<file path="src/rtl/fp_add_arbiter.sv">
// Round-robin arbiter sharing one external FP32 adder between requesters.
// Two-stage pipeline: operand register feeds the adder, result register feeds the response.
module fp_add_arbiter #(
    parameter int NUM_REQ = 2,
    parameter int TAG_W   = 5,
    parameter int ID_W    = 2
) (
    input  logic                     clk,
    input  logic                     rst_n,
    input  logic [NUM_REQ-1:0]       req_valid,
    output logic [NUM_REQ-1:0]       req_ready,
    input  logic [32*NUM_REQ-1:0]    req_a,
    input  logic [32*NUM_REQ-1:0]    req_b,
    input  logic [NUM_REQ-1:0]       req_sub,
    input  logic [TAG_W*NUM_REQ-1:0] req_tag,
    output logic [31:0]              add_a,
    output logic [31:0]              add_b,
    input  logic [31:0]              add_res,
    output logic                     resp_valid,
    input  logic                     resp_ready,
    output logic [31:0]              resp_data,
    output logic [ID_W-1:0]          resp_id,
    output logic [TAG_W-1:0]         resp_tag,
    output logic                     busy
);

    logic             s1_valid_q, s1_valid_d;
    logic [31:0]      s1_a_q, s1_a_d;
    logic [31:0]      s1_b_q, s1_b_d;
    logic [ID_W-1:0]  s1_id_q, s1_id_d;
    logic [TAG_W-1:0] s1_tag_q, s1_tag_d;

    logic             s2_valid_q, s2_valid_d;
    logic [31:0]      s2_data_q, s2_data_d;
    logic [ID_W-1:0]  s2_id_q, s2_id_d;
    logic [TAG_W-1:0] s2_tag_q, s2_tag_d;

    logic [ID_W-1:0]  rr_ptr_q, rr_ptr_d;

    logic             s2_free, s1_free, move, accept;
    logic             hi_vld, lo_vld, gnt_vld;
    logic [ID_W-1:0]  hi_idx, lo_idx, gnt_idx;
    logic [31:0]      sel_a, sel_b;
    logic             sel_sub;
    logic [TAG_W-1:0] sel_tag;

    assign s2_free = !s2_valid_q | resp_ready;
    assign s1_free = !s1_valid_q | s2_free;
    assign move    = s1_valid_q & s2_free;
    assign accept  = s1_free & gnt_vld;

    // Two scans: at/above rr_ptr first, then wrap to the lowest index.
    always_comb begin
        hi_vld = 1'b0;
        hi_idx = '0;
        lo_vld = 1'b0;
        lo_idx = '0;
        for (int i = 0; i < NUM_REQ; i++) begin
            if (req_valid[i] && !lo_vld) begin
                lo_vld = 1'b1;
                lo_idx = ID_W'(i);
            end
            if (req_valid[i] && !hi_vld && i >= int'(rr_ptr_q)) begin
                hi_vld = 1'b1;
                hi_idx = ID_W'(i);
            end
        end
        gnt_vld = lo_vld;
        gnt_idx = hi_vld ? hi_idx : lo_idx;
    end

    always_comb begin
        req_ready = '0;
        sel_a     = '0;
        sel_b     = '0;
        sel_sub   = 1'b0;
        sel_tag   = '0;
        for (int i = 0; i < NUM_REQ; i++) begin
            if (gnt_idx == ID_W'(i)) begin
                req_ready[i] = rst_n & accept;
                sel_a        = req_a[32*i +: 32];
                sel_b        = req_b[32*i +: 32];
                sel_sub      = req_sub[i];
                sel_tag      = req_tag[TAG_W*i +: TAG_W];
            end
        end
    end

    always_comb begin
        s1_valid_d = s1_valid_q;
        s1_a_d     = s1_a_q;
        s1_b_d     = s1_b_q;
        s1_id_d    = s1_id_q;
        s1_tag_d   = s1_tag_q;
        rr_ptr_d   = rr_ptr_q;
        if (accept) begin
            s1_valid_d = 1'b1;
            s1_a_d     = sel_a;
            s1_b_d     = sel_b ^ {sel_sub, 31'b0};
            s1_id_d    = gnt_idx;
            s1_tag_d   = sel_tag;
            rr_ptr_d   = (gnt_idx == ID_W'(NUM_REQ - 1)) ? '0
                                                         : gnt_idx + ID_W'(1);
        end else if (move) begin
            s1_valid_d = 1'b0;
        end
    end

    always_comb begin
        s2_valid_d = s2_valid_q;
        s2_data_d  = s2_data_q;
        s2_id_d    = s2_id_q;
        s2_tag_d   = s2_tag_q;
        if (move) begin
            s2_valid_d = 1'b1;
            s2_data_d  = add_res;
            s2_id_d    = s1_id_q;
            s2_tag_d   = s1_tag_q;
        end else if (s2_valid_q && resp_ready) begin
            s2_valid_d = 1'b0;
        end
    end

    always_ff @(posedge clk or negedge rst_n) begin
        if (!rst_n) begin
            s1_valid_q <= 1'b0;
            s1_a_q     <= '0;
            s1_b_q     <= '0;
            s1_id_q    <= '0;
            s1_tag_q   <= '0;
            s2_valid_q <= 1'b0;
            s2_data_q  <= '0;
            s2_id_q    <= '0;
            s2_tag_q   <= '0;
            rr_ptr_q   <= '0;
        end else begin
            s1_valid_q <= s1_valid_d;
            s1_a_q     <= s1_a_d;
            s1_b_q     <= s1_b_d;
            s1_id_q    <= s1_id_d;
            s1_tag_q   <= s1_tag_d;
            s2_valid_q <= s2_valid_d;
            s2_data_q  <= s2_data_d;
            s2_id_q    <= s2_id_d;
            s2_tag_q   <= s2_tag_d;
            rr_ptr_q   <= rr_ptr_d;
        end
    end

    assign add_a      = s1_a_q;
    assign add_b      = s1_b_q;
    assign resp_valid = s2_valid_q;
    assign resp_data  = s2_data_q;
    assign resp_id    = s2_id_q;
    assign resp_tag   = s2_tag_q;
    assign busy       = s1_valid_q | s2_valid_q;

endmodule

</file>
<file path="config.mk">
export PLATFORM = sky130hd
export DESIGN_NAME = fp_add_arbiter
export DESIGN_NICKNAME = d
export VERILOG_FILES = /design/src/rtl/fp_add_arbiter.sv
export SDC_FILE = /design/constraint.sdc
export NUM_CORES = 1
export LEC_CHECK = 0
export CORE_ASPECT_RATIO = 0.7
export CORE_UTILIZATION = 41
export DETAILED_ROUTE_END_ITERATION = 8
export GPL_ROUTABILITY_DRIVEN = 0
export PLACE_DENSITY = 0.92
export SKIP_LAST_GASP = 1
export SYNTH_ARGS = -nofsm -noshare
export SYNTH_HDL_FRONTEND = slang
export SYNTH_SLANG_ARGS = --single-unit
</file>
<file path="constraint.sdc">
create_clock -name clk -period 3 [get_ports clk]
set_input_delay 0.6 -clock clk [delete_from_list [all_inputs] [get_ports clk]]
set_output_delay 0.6 -clock clk [all_outputs]
set_load 0.005 [all_outputs]
</file>
==> run_results.csv <==
group,metric,value,unit
pwr,peakVddDrop,290.5,uV
global_routing,antenna_found_initial,0,
global_routing,grt_max_degree,82,
cells_and_area,nets,788,
global_routing,grt_pass1_wl,21.99,mm
cells_and_area,diodes,0,
logic_synthesis,avgSynthCellArea,13.83,sq um
clocking,postCtsSetupBuffers,0,
die,rows,32,
cells_and_area,fill_cells,739,
logic_synthesis,synthXorXnorAreaFrac,0.3671,%
sta,tns,0,ns
global_routing,use_met1,26.20,%
clocking,clkSlewWorstSetupHoldPaths,0.07,ns
detailed_routing,wl_per_cell,19.24,microns
critical_path,start_kind,"primary input",
logic_synthesis,syn-num-nets,522,
detailed_routing,routed_wl,14.77,mm
critical_path,r2r_end,"add_b[4]$_DFFE_PN0N_",
clocking,cts_tree,"built",
sta,slew_violations,0,
cells_and_area,syn_to_final_growth,66.81,%
logic_synthesis,synth-simple-area-share,2.071,%
sta,rsz0062_at_grt,"false",
detailed_routing,drt-pass1-iter-count,6,
clocking,hold_buffers,0,
hold_path,hp-class,"primary input to async pin",
critical_path,critPathKind,"primary input to primary output",
cells_and_area,finalInstanceArea,0.007960,sq mm
detailed_routing,vias,4200,
cells_and_area,multi_input_area,0.001783,sq mm
clocking,cts_buffers,9,
sta,relSlewSlack,33.40,%
die,die_w,130.9,microns
sta,period_share,92.56,%
pwr,power.density,550.1,mW/mm^2
sta,finalCriticalPeriod,2.777,ns
die,die-area,0.01208,sq mm
pwr,power.leakage,0.003239,uW
placement,io_buffers,282,
detailed_routing,drt_iter0_markers,120,
clocking,cts_root_buf,"clkbuf_16",
cells_and_area,drive_gt1_share,10.89,%
die,start_util,42.72,%
global_routing,grt_remaining_overflow,0,
global_routing,grtUsageMet2,44.18,%
critical_path,worstPathMaxFanout,4,
placement,hpwl,10.66,mm
die,boundaryPins,284,
global_routing,grt.busiest_layer,"met2",
logic_synthesis,synth_fa_ha_area_share,0,%
die,coreArea,0.01117,sq mm
critical_path,crit_required,2.40,ns
detailed_routing,drcViolationCount,0,
cells_and_area,fin_util,71.26,%
placement,dpl-instance-area,0.007656,sq mm
sta,hold_viol,0,
logic_synthesis,synth_compound_area_share,25.75,%
global_routing,grt_usage,24.11,%
global_routing,use_met3,7.351,%
critical_path,arrival,2.18,ns
logic_synthesis,syn_area,0.004772,sq mm
logic_synthesis,ys_types,26,
sta,fmax,360.1,MHz
logic_synthesis,synth_warnings,0,
global_routing,grt_pass1_vias,4348,
sta,finClkSkew,0.009277,ns
detailed_routing,avgViaCountPerCell,5.469,
critical_path,critPathLaunch,"resp_ready",
critical_path,r2r_slack,1.14,ns
logic_synthesis,synth_seq_area_share,58.21,%
clocking,insertion_delay,0.34,ns
critical_path,endpoint_kind,"primary output",
clocking,ctsLongestPathBuffers,2,
critical_path,r2r_start,"resp_valid$_DFFE_PN0P_",
sta,tightest_slew,0.9991,ns
clocking,ctsResizeCount,0,
sta,finalSetupViolCount,0,
clocking,clock_sinks,111,
outcome,status,"finished clean",
logic_synthesis,synthMuxAreaShare,8.967,%
clocking,cts-htree-levels,3,
cells_and_area,seq_area,0.002778,sq mm
critical_path,reg2reg_depth,4,
detailed_routing,ant_nets,0,
logic_synthesis,synth-seq-cells,111,
die,chipHeight,92.27,microns
logic_synthesis,synth_top_family_by_area,"compound AO/OA/AOI/OAI gates",
job,maxCapViolations,0,
logic_synthesis,synthCells,345,
sta,holdWs,0.06329,ns
-- kinds of logic after synthesis --
group / Yosys count
compound gates: 141
xor+xnor: 2
buf+inv: 37
flops: 111
mux: 38
other cells: 1
simple gates: 15
-- through the flow --
step | instances | setup WS (ns) | power [uW]
after floorplan | 345 | 0.9283 | 2339
after global placement | 753 | 0.2435 | 3147
after detailed placement | 753 | 0.2657 | 3202
after CTS | 768 | 0.2344 | 4426
after global routing | 768 | 0.1476 | 4583
final | 768 | 0.2232 | 4379
-- state kept, by name, indices dropped and copies added (netlist names) --
name	count
resp_valid	1
s1_tag_q	5
resp_id	1
add_b	32
resp_data	32
resp_tag	5
rr_ptr_q	1
s1_valid_q	1
add_a	32
s1_id_q	1
-- layout by cell type (no fill, tap or decap) --
master,instances
dfrtp_1,111
and3_4,1
and2_1,2
a221o_1,68
inv_1,1
clkbuf_8,1
nand2_1,3
bufinv_16,1
a21boi_0,67
a21o_1,2
buf_12,1
nor2b_1,1
or2_2,2
nand3b_1,1
buf_4,9
a21boi_1,2
o21ai_0,1
a41o_1,1
nor3b_4,1
clkinv_4,2
conb_1,1
nand2b_1,3
xor2_1,1
clkbuf_16,9
xnor2_1,1
clkdlybuf4s50_1,281
inv_6,2
mux2_2,38
or3_1,1
-- cell usage after synthesis --
library cell  number  area (sq um)
xnor2_1            1         8.760
a41o_1             1         10.01
xor2_1             1         8.760
a21o_1             2         15.01
nand2_1            3         11.26
or2_2              1         6.260
a21boi_1           2         15.01
buf_6              8         90.09
a21boi_0          67         503.0
mux2_2            38         427.9
nand3b_1           1         7.510
buf_4              1         7.510
inv_1              1         3.750
and3_4             1         11.26
and2_1             2         12.51
nor2b_1            1         6.260
o21ai_0            1         5.000
nand2b_1           3         18.77
a221o_1           68         680.7
conb_1             1         3.750
buf_2             12         60.06
or2_1              1         6.260
or3_1              1         6.260
nor3b_2            1         12.51
clkbuf_1          15         56.30
dfrtp_1          111          2778
-- worst max path at each step --
stage | end | slack (ns) | depth (start not counted)
2_1_floorplan | req_ready[0] | 0.93 | 6
3_3_place_gp | req_ready[1] | 0.24 | 5
3_5_place_dp | req_ready[1] | 0.27 | 5
4_1_cts | req_ready[1] | 0.23 | 5
5_1_grt | req_ready[1] | 0.15 | 5
6_report | req_ready[1] | 0.22 | 5
-- cell type report --
| type | instances | area share, % |
|---|---|---|
| clock buffer | 10 | 3.002 |
| timing repair buffer | 291 | 36.44 |
| sequential | 111 | 34.89 |
| tap | 153 | 2.405 |
| inverter | 1 | 0.04716 |
| clock inverter | 5 | 0.8174 |
| multi-input combinational | 197 | 22.40 |
-- power breakdown --
group	internal (uW)	total [uW]	switching [uW]
sequential	1750	1880	136
combinational	864	1290	427
clock	675	1210	530
-- per-layer routing --
layer | share of wire [%] | up-vias | wire [microns]
li1 | - | 1863 | -
met3 | 7.4 | 33 | 1091
met5 | 0 | - | 0
met1 | 38 | 2113 | 5627
met2 | 52 | 191 | 7727
met4 | 2.2 | 0 | 326
-- critical path, stage by stage --
cell	delay, ns
clkdlybuf4s50_1	0.47
nand3b_1	0.18
nor3b_4	0.24
and2_1	0.15
clkdlybuf4s50_1	0.54
No activity file was read; power rests on OpenSTA's default activity.
